<file path="config.mk">
export PLATFORM = sky130hd
export DESIGN_NAME = vedic_mul_arbiter
export DESIGN_NICKNAME = d
export VERILOG_FILES = /design/src/rtl/vedic_pkg.sv /design/src/rtl/rr_arbiter.sv /design/src/rtl/vedic3bit.sv /design/src/rtl/vedic_mul_arbiter.sv
export SDC_FILE = /design/constraint.sdc
export NUM_CORES = 1
export LEC_CHECK = 0
export CAP_MARGIN = 20
export CORE_AREA = 2 2 46 91
export DETAILED_ROUTE_END_ITERATION = 6
export DIE_AREA = 0 0 48 93
export GPL_TIMING_DRIVEN = 0
export PLACE_DENSITY = 0.9
export SLEW_MARGIN = 20
export SYNTH_ARGS = -nofsm -noshare
export SYNTH_HDL_FRONTEND = slang
export SYNTH_SLANG_ARGS = --single-unit
export TNS_END_PERCENT = 30
</file>
<file path="constraint.sdc">
create_clock -name clk -period 5.3 [get_ports clk]
set_clock_uncertainty 0.15 [all_clocks]
set_input_delay 1.06 -clock clk [delete_from_list [all_inputs] [get_ports clk]]
set_output_delay 1.06 -clock clk [all_outputs]
set_load 0.01 [all_outputs]
</file>
<file path="src/rtl/vedic_pkg.sv">
// vedic_pkg: shared types and widths for the vedic_mul_arbiter block.
//   state_t : sequencer states (IDLE -> MUL -> RESP -> IDLE)
//   OP_W    : operand width of the shared multiplier
//   PROD_W  : full product width (no truncation)
package vedic_pkg;

  localparam int OP_W   = 3;
  localparam int PROD_W = 6;

  typedef enum logic [1:0] {
    IDLE = 2'd0,
    MUL  = 2'd1,
    RESP = 2'd2
  } state_t;

endpackage

</file>
<file path="src/rtl/rr_arbiter.sv">
// rr_arbiter: combinational round-robin arbiter.
//   req        : request vector, one bit per requester
//   last_grant : index of the previously granted requester
//   en         : arbitration enable; gnt is zero when low
//   gnt        : one-hot grant (or zero when nothing requested / disabled)
// The search starts at last_grant+1 and wraps modulo NREQ, so the requester
// just served has the lowest priority on the next round.
module rr_arbiter #(
  parameter int NREQ = 4,
  localparam int ID_W = $clog2(NREQ)
) (
  input  logic [NREQ-1:0] req,
  input  logic [ID_W-1:0] last_grant,
  input  logic            en,
  output logic [NREQ-1:0] gnt
);

  logic found;

  // NOTE: every variable assigned in always_comb gets a default first so no
  // path leaves it unassigned, which would otherwise infer a latch.
  always_comb begin
    gnt   = '0;
    found = 1'b0;
    if (en) begin
      for (int k = 1; k <= NREQ; k++) begin
        if (!found && req[(int'(last_grant) + k) % NREQ]) begin
          gnt[(int'(last_grant) + k) % NREQ] = 1'b1;
          found = 1'b1;
        end
      end
    end
  end

endmodule

</file>
<file path="src/rtl/vedic3bit.sv">
// vedic3bit: 3x3 unsigned combinational multiplier using the Urdhva
// Tiryagbhyam (vertical and crosswise) column scheme.
//   a, b : 3-bit unsigned operands
//   p    : 6-bit unsigned product
module vedic3bit (
  input  logic [2:0] a,
  input  logic [2:0] b,
  output logic [5:0] p
);

  // Column sums. Each column adds its crosswise partial products plus the
  // carry bits of the previous column; the LSB of each sum is a product bit.
  logic [1:0] s1;
  logic [2:0] s2;
  logic [2:0] s3;
  logic [1:0] s4;

  always_comb begin
    s1 = 2'(a[1] & b[0]) + 2'(a[0] & b[1]);
    s2 = 3'(a[2] & b[0]) + 3'(a[1] & b[1]) + 3'(a[0] & b[2]) + 3'(s1[1]);
    s3 = 3'(a[2] & b[1]) + 3'(a[1] & b[2]) + 3'(s2[2:1]);
    s4 = 2'(a[2] & b[2]) + s3[2:1];
    p  = {s4, s3[0], s2[0], s1[0], a[0] & b[0]};
  end

endmodule

</file>
<file path="src/rtl/vedic_mul_arbiter.sv">
// vedic_mul_arbiter: shares one vedic3bit multiplier among NREQ requesters.
//   clk, rst_n  : clock, asynchronous active-low reset
//   req_valid   : per-requester operand-pair valid
//   req_a/req_b : per-requester 3-bit operands, requester i at [3i+2:3i]
//   req_ready   : one-hot accept strobe (IDLE only)
//   rsp_valid   : product available (RESP state)
//   rsp_id      : owner of rsp_mul
//   rsp_mul     : 6-bit unsigned product
//   rsp_ready   : consumer accepts the response
//   busy        : high whenever the sequencer is not IDLE
//   ops_done    : wrapping count of completed responses
// One operation takes IDLE (accept) -> MUL (multiply) -> RESP (hold until
// handshake); operations never overlap.
module vedic_mul_arbiter
  import vedic_pkg::*;
#(
  parameter int NREQ = 4,
  localparam int ID_W = $clog2(NREQ)
) (
  input  logic                 clk,
  input  logic                 rst_n,
  input  logic [NREQ-1:0]      req_valid,
  input  logic [OP_W*NREQ-1:0] req_a,
  input  logic [OP_W*NREQ-1:0] req_b,
  output logic [NREQ-1:0]      req_ready,
  output logic                 rsp_valid,
  output logic [ID_W-1:0]      rsp_id,
  output logic [PROD_W-1:0]    rsp_mul,
  input  logic                 rsp_ready,
  output logic                 busy,
  output logic [7:0]           ops_done
);

  state_t              state, state_nxt;
  logic [NREQ-1:0]     gnt;
  logic                accept;
  logic                handshake;
  logic [ID_W-1:0]     last_grant;
  logic [ID_W-1:0]     id_q;
  logic [ID_W-1:0]     win_id;
  logic [OP_W-1:0]     win_a, win_b;
  logic [OP_W-1:0]     op_a, op_b;
  logic [PROD_W-1:0]   mul_c;
  logic [PROD_W-1:0]   mul_q;

  rr_arbiter #(.NREQ(NREQ)) u_arb (
    .req        (req_valid),
    .last_grant (last_grant),
    .en         (state == IDLE),
    .gnt        (gnt)
  );

  vedic3bit u_mul (
    .a (op_a),
    .b (op_b),
    .p (mul_c)
  );

  assign accept    = |gnt;
  assign handshake = (state == RESP) && rsp_ready;

  // Grant is one-hot, so OR-ing the masked fields selects the winner.
  always_comb begin
    win_id = '0;
    win_a  = '0;
    win_b  = '0;
    for (int i = 0; i < NREQ; i++) begin
      if (gnt[i]) begin
        win_id = win_id | ID_W'(i);
        win_a  = win_a | req_a[OP_W*i +: OP_W];
        win_b  = win_b | req_b[OP_W*i +: OP_W];
      end
    end
  end

  // NOTE: sequential state uses non-blocking assignments so every register
  // samples pre-edge values regardless of block ordering.
  always_ff @(posedge clk or negedge rst_n) begin
    if (!rst_n) state <= IDLE;
    else        state <= state_nxt;
  end

  always_comb begin
    state_nxt = state;
    case (state)
      IDLE:    if (accept) state_nxt = MUL;
      MUL:     state_nxt = RESP;
      RESP:    if (rsp_ready) state_nxt = IDLE;
      default: state_nxt = IDLE;
    endcase
  end

  // NOTE: datapath registers are reset too because rsp_id/rsp_mul are
  // driven straight from them and must read zero out of reset.
  always_ff @(posedge clk or negedge rst_n) begin
    if (!rst_n) begin
      op_a       <= '0;
      op_b       <= '0;
      id_q       <= '0;
      mul_q      <= '0;
      last_grant <= ID_W'(NREQ - 1);
      ops_done   <= '0;
    end else begin
      if (accept) begin
        op_a       <= win_a;
        op_b       <= win_b;
        id_q       <= win_id;
        last_grant <= win_id;
      end
      if (state == MUL) mul_q <= mul_c;
      if (handshake)    ops_done <= ops_done + 8'd1;
    end
  end

  assign req_ready = gnt;
  assign rsp_valid = (state == RESP);
  assign rsp_id    = id_q;
  assign rsp_mul   = mul_q;
  assign busy      = (state != IDLE);

endmodule

</file>
; Yosys cells after proc, flatten, opt, wreduce, memory -nomap -nowiden
; Cells that the tools add are included.
; W data, S select, Z words.
[word_totals]
reg_bits = 26
input_bits = 31
out_inout_bits = 22
elab_cells = 120
[classes]
add_sub_neg = 12
magnitude_cmp = 8
eq_ne = 4
n_mux = 48
bitwise_logic = 22
reduce_logical = 19
[op_table]
columns = operator, n
row1 = $mux W4, 8
row2 = $mux W3, 8
row3 = $mux W1, 19
row4 = $or A3 B3 Y3, 6
row5 = $lt A3 B4 Y1 const B, 4
row6 = $ge A3 B1 Y1 const B, 4
row7 = $or A4 B4 Y4, 3
row8 = $add A3 B3 Y3, 3
row9 = $and A1 B1 Y1, 9
row10 = $add A8 B1 Y8 const B, 1
row11 = $bmux W1 S2, 4
row12 = $demux W1 S2, 4
row13 = $logic_and A1 B1 Y1, 8
row14 = $mux W2, 4
row15 = $reduce_or A2 Y1, 4
row16 = $pmux W2 S3, 1
row17 = $add A2 B1 Y2 const B, 2
row18 = $add A2 B2 Y2, 2
row19 = $add A2 B2 Y2 const B, 2
row20 = $and A1 B1 Y1 const A, 4
row21 = $reduce_or A4 Y1, 1
row22 = $add A3 B1 Y3, 1
row23 = $add A3 B2 Y3, 1
row24 = $logic_not A1 Y1, 3
row25 = other kinds (7), 7

; Longest topological paths before layout
[logic_depth]
depth_word = 27
ltp_mapped = 10

; Modules after synthesis
; A second synthesis with hierarchy kept.
[unflattened]
hier_cells = 154
area_unflattened_um2 = 1669.1
[by_module_without_submodules]
columns = module, n_inst, cells_each, area_per_inst_um2, seq_area_each_um2
row1 = vedic_mul_arbiter, 1, 98, 1151.1, 653.1
row2 = rr_arbiter, 1, 34, 352.8, 0.0
row3 = vedic3bit, 1, 22, 165.2, 0.0

; Least setup slack after synthesis
; OpenSTA, ideal clock, no wires.
[synth_path]
path_type = input to output
start = in req_valid[3]
end = out req_ready[0]
arrival_time_ns = 2.450
setup_slack_ns = 1.640
stages = 4
n_path_buf = 0
cell_sequence = or3b_1 > a2111oi_4 > o21ai_1 > a31oi_1
[synth_via]
elab_chain_cells = 17
[synth_rtl]
columns = element, line_no
row1 = start: declaration, vedic_mul_arbiter.sv:22  ; input logic [NREQ-1:0] req_valid,
row2 = $bmux W1 S2, rr_arbiter.sv:27  ; if (!found && req[(int'(last_grant) + k) % NREQ]) begin
row3 = $mux W1 (not written as such) (2 in a row), rr_arbiter.sv:27
row4 = $mux W1, rr_arbiter.sv:27
row5 = $mux W1, rr_arbiter.sv:25  ; if (en) begin
row6 = $logic_not A1 Y1, rr_arbiter.sv:27
row7 = $logic_and A1 B1 Y1, rr_arbiter.sv:27
row8 = $mux W1, rr_arbiter.sv:27
row9 = $mux W1, rr_arbiter.sv:25
row10 = $logic_not A1 Y1, rr_arbiter.sv:27
row11 = $logic_and A1 B1 Y1, rr_arbiter.sv:27
row12 = $mux W1, rr_arbiter.sv:27
row13 = $mux W1, rr_arbiter.sv:25
row14 = $logic_not A1 Y1, rr_arbiter.sv:27
row15 = $logic_and A1 B1 Y1, rr_arbiter.sv:27
row16 = $mux W4 (*), rr_arbiter.sv:27
row17 = $mux W4 (*), rr_arbiter.sv:25
row18 = end: declaration, vedic_mul_arbiter.sv:25  ; output logic [NREQ-1:0] req_ready,
; Every way passes the cells marked *; elsewhere a longest branch is shown, timed or not. The select of a mux whose other input is x is not followed.

; Worst setup path in the final report
[layout_path]
start = in req_valid[2]
end = out req_ready[0]
; The elaborated chain is that of the path after synthesis.

==> key figures <==
Detailed routing
  • Met3 WL: 184 um
  • DRC: 0
  • Drt wl/cell: 14.9 um
  • Antenna-violating nets left: 0
  • Met2 WL post-DR: 2490 um
  • Vias per cell: 5.62
  • Drt initial violations: 71
  • WL final: 4440 um
  • First-pass DRT Iterations: 4
  • Metal-1 WL: 1610 um
  • Via count: 1676
  • DR top layer: met4

Timing
  • # setup viols final: 0
  • Unrepaired setup endpoints after global routing: false
  • Fin crit share: 95.0%
  • Final Hold Fails: 0
  • Worst slew margin: 56.6%
  • Fmax: 199 MHz
  • Final min period: 5.04 ns
  • Slew @ Worst Pin: 0.635 ns
  • Total negative slack: 0 ns
  • Final Slew Violations: 0

CTS
  • H-tree levels: 1
  • Later-pin clock latency in the skew report: 0.28 ns
  • Reg clk slew, reported paths: 0.08 ns
  • Hold-fix buffers, CTS: 0
  • Clock sink total: 26
  • Max clock buf depth: 2
  • Root buffer cell: clkbuf_8
  • CTS tree: done
  • Post-CTS Setup Repair Bufs: 0
  • CTS Buf Count: 3
  • Resized Gates After CTS: 0

Place
  • Port Buffer Count: 52
  • GP Congestion: 0.860
  • Placed inst area: 2420 um^2
  • DP Wirelength: 3610 um

Synth
  • Synth Instances: 191
  • Synth unique cells: 38
  • Synth warn: 0
  • Synth Register Bits: 26
  • Mapped Nets: 237
  • Seq/Total Area, Yosys: 35.5%
  • Synth Area per Inst: 9.63 um^2
  • Synth Cell Area: 1840 um^2

Worst setup path
  • CP required: 4.09 ns
  • CP endpoint kind: output pin
  • CP Launch Point: req_valid[2]
  • Crit path kind: input port to output pin
  • Kind of start point of the critical path: input port
  • Flop2flop setup slack: 2.12 ns
  • Crit-path max FO: 7
  • CP arrival: 3.83 ns
  • Reg2reg start: last_grant[0]

Power
  • Switching power total: 557 uW
  • Clock power frac: 12.3%
  • Sw frac: 41.8%
  • Combinational share of power: 62.5%
  • Leak: 1.03 nW
  • Sequential Power Share: 25.2%
  • Worst ir drop on vdd: 0.000454 V
  • Internal power: 778 uW
  • PD cells: 536 nW/um^2

Die
  • Ports: 53
  • Initial Util: 48.4%
  • Core ar.: 3800 um^2
  • Num rows: 32
  • Die ar.: 4460 um^2
  • Die Span Y: 93 um
  • Width of the die: 48 um

Global routing
  • Initial antenna violation count: 0
  • Gr usage total: 21.4%
  • First-pass GRT wire length: 7030 um
  • Vias in the first global route: 1633
  • Largest net degree at the start of global routing: 27
  • Remaining global-route overflow: 0

Outcome
  • Status: finished clean

Cells and area
  • Layout area overhead: 35.4%
  • Final nets: 294
  • Fill count: 298
  • Post-route design area: 2490 um^2
  • Layout cells sized above 1: 10.5%
  • # diodes: 0

Worst hold path
  • Hold_sp: rsp_mul[0]
  • HP Class: flip-flop to flip-flop

Job
  • Max Cap Viol: 0
-- flip-flops by register name (all words and copies together), names as in the netlist --
signal,flops
ops_done,8
rsp_mul,6
op_a,3
op_b,3
last_grant,2
rsp_id,2
state,2
-- metrics by stage --
| stage | hold slack, ns | setup slack (ns) | util [%] | total power [mW] | std cells |
|---|---|---|---|---|---|
| after floorplan | 0.357 | 1.64 | - | 0.890 | 191 |
| after global placement | 0.310 | 0.372 | 63.7 | 1.14 | 294 |
| after detailed placement | 0.319 | 0.333 | 63.7 | 1.17 | 294 |
| after CTS | 0.335 | 0.320 | 65.6 | 1.33 | 298 |
| after global routing | 0.363 | 0.205 | 65.5 | 1.43 | 298 |
| final | 0.330 | 0.265 | 65.5 | 1.34 | 298 |
-- power by group through the flow --
stage                     sequential, mW  combinational, mW  clock [mW]
after floorplan                    0.349              0.540           0
after detailed placement           0.340              0.828           0
after CTS                          0.336              0.830       0.168
after global placement             0.337              0.805           0
final                              0.337              0.834       0.164
after global routing               0.346              0.908       0.177
-- layout make-up --
cell class                 count  area, um^2  area share (%)
buffer                         4        30.0            1.21
clock buffer                   3        41.3            1.66
clock inverter                 1        30.0            1.21
inverter                      14        52.6            2.11
multi-input combinational    147        1100            44.3
sequential                    26         653            26.2
tap                           51        63.8            2.56
timing repair buffer          52         515            20.7
-- cell families (layout without fill, tap and decap cells) --
kind of cell	count (synthesis)	in the layout	synth area share, %
AO/OA/AOI/OAI	46	46	19.2
XOR/XNOR	7	7	3.33
buffers and inverters	18	74	4.49
adder cells (fa/ha/maj)	15	15	11.4
flip-flops	26	26	35.5
AND/OR/NAND/NOR	66	66	16.7
multiplexers	13	13	9.39
-- cells in the final DEF, fill, tap and decap left out, types with 4 or more instances in the layout --
master and count:
a31oi_1 19, o21ai_1 5, mux2_2 4, clkdlybuf4s50_1 51
nor2b_1 5, inv_1 14, dfrtp_1 24, ha_1 12
nand3_1 7, xnor2_1 4, mux2i_1 6, nor2_1 12
nand2_1 32, a2111oi_0 6
-- final timing paths --
path / end / cells past startpoint
setup / recovery: req_ready[0] / 6
hold / removal: rsp_mul[0] / 2
setup reg to reg: op_a[2] / 10
hold reg to reg: rsp_mul[0] / 2
max in group asynchronous: rsp_mul[4] / 1
min in group asynchronous: ops_done[2] / 1
-- synthesized netlist by cell type, drive strengths merged --
| library cell | count | area [um^2] |
|---|---|---|
| a2111oi | 7 | 80.1 |
| a21o | 2 | 15.0 |
| a21oi | 1 | 5.00 |
| a31oi | 22 | 156 |
| and3 | 1 | 6.26 |
| buf | 2 | 22.5 |
| clkbuf | 2 | 7.51 |
| dfrtp | 24 | 601 |
| dfstp | 2 | 52.6 |
| fa | 3 | 60.1 |
| ha | 12 | 150 |
| inv | 14 | 52.6 |
| mux2 | 4 | 45.0 |
| mux2i | 6 | 60.1 |
| mux4 | 3 | 67.6 |
| nand2 | 32 | 120 |
| nand2b | 1 | 6.26 |
| nand3 | 8 | 45.0 |
| nand3b | 2 | 15.0 |
| nor2 | 12 | 45.0 |
| nor2b | 5 | 31.3 |
| o21a | 4 | 40.0 |
| o21ai | 9 | 48.8 |
| o31ai | 1 | 7.51 |
| or2 | 1 | 6.26 |
| or3 | 1 | 6.26 |
| or3b | 2 | 17.5 |
| or4 | 1 | 7.51 |
| xnor2 | 4 | 35.0 |
| xor2 | 3 | 26.3 |
-- per-layer routing --
metal | global-route usage, % | up-vias
met3 | 1.35 | 16
met5 | 0 | -
met4 | 10.4 | 0
met2 | 39.2 | 77
li1 | - | 797
met1 | 22.3 | 786
-- critical path, cell delays in order --
cell and delay (ns):
clkdlybuf4s50_1 0.57, or3b_1 0.41, a2111oi_4 0.51, o21ai_1 0.28, a31oi_1 0.38, clkdlybuf4s50_1 0.61
Note: power is estimated with default switching activity, not from simulation.
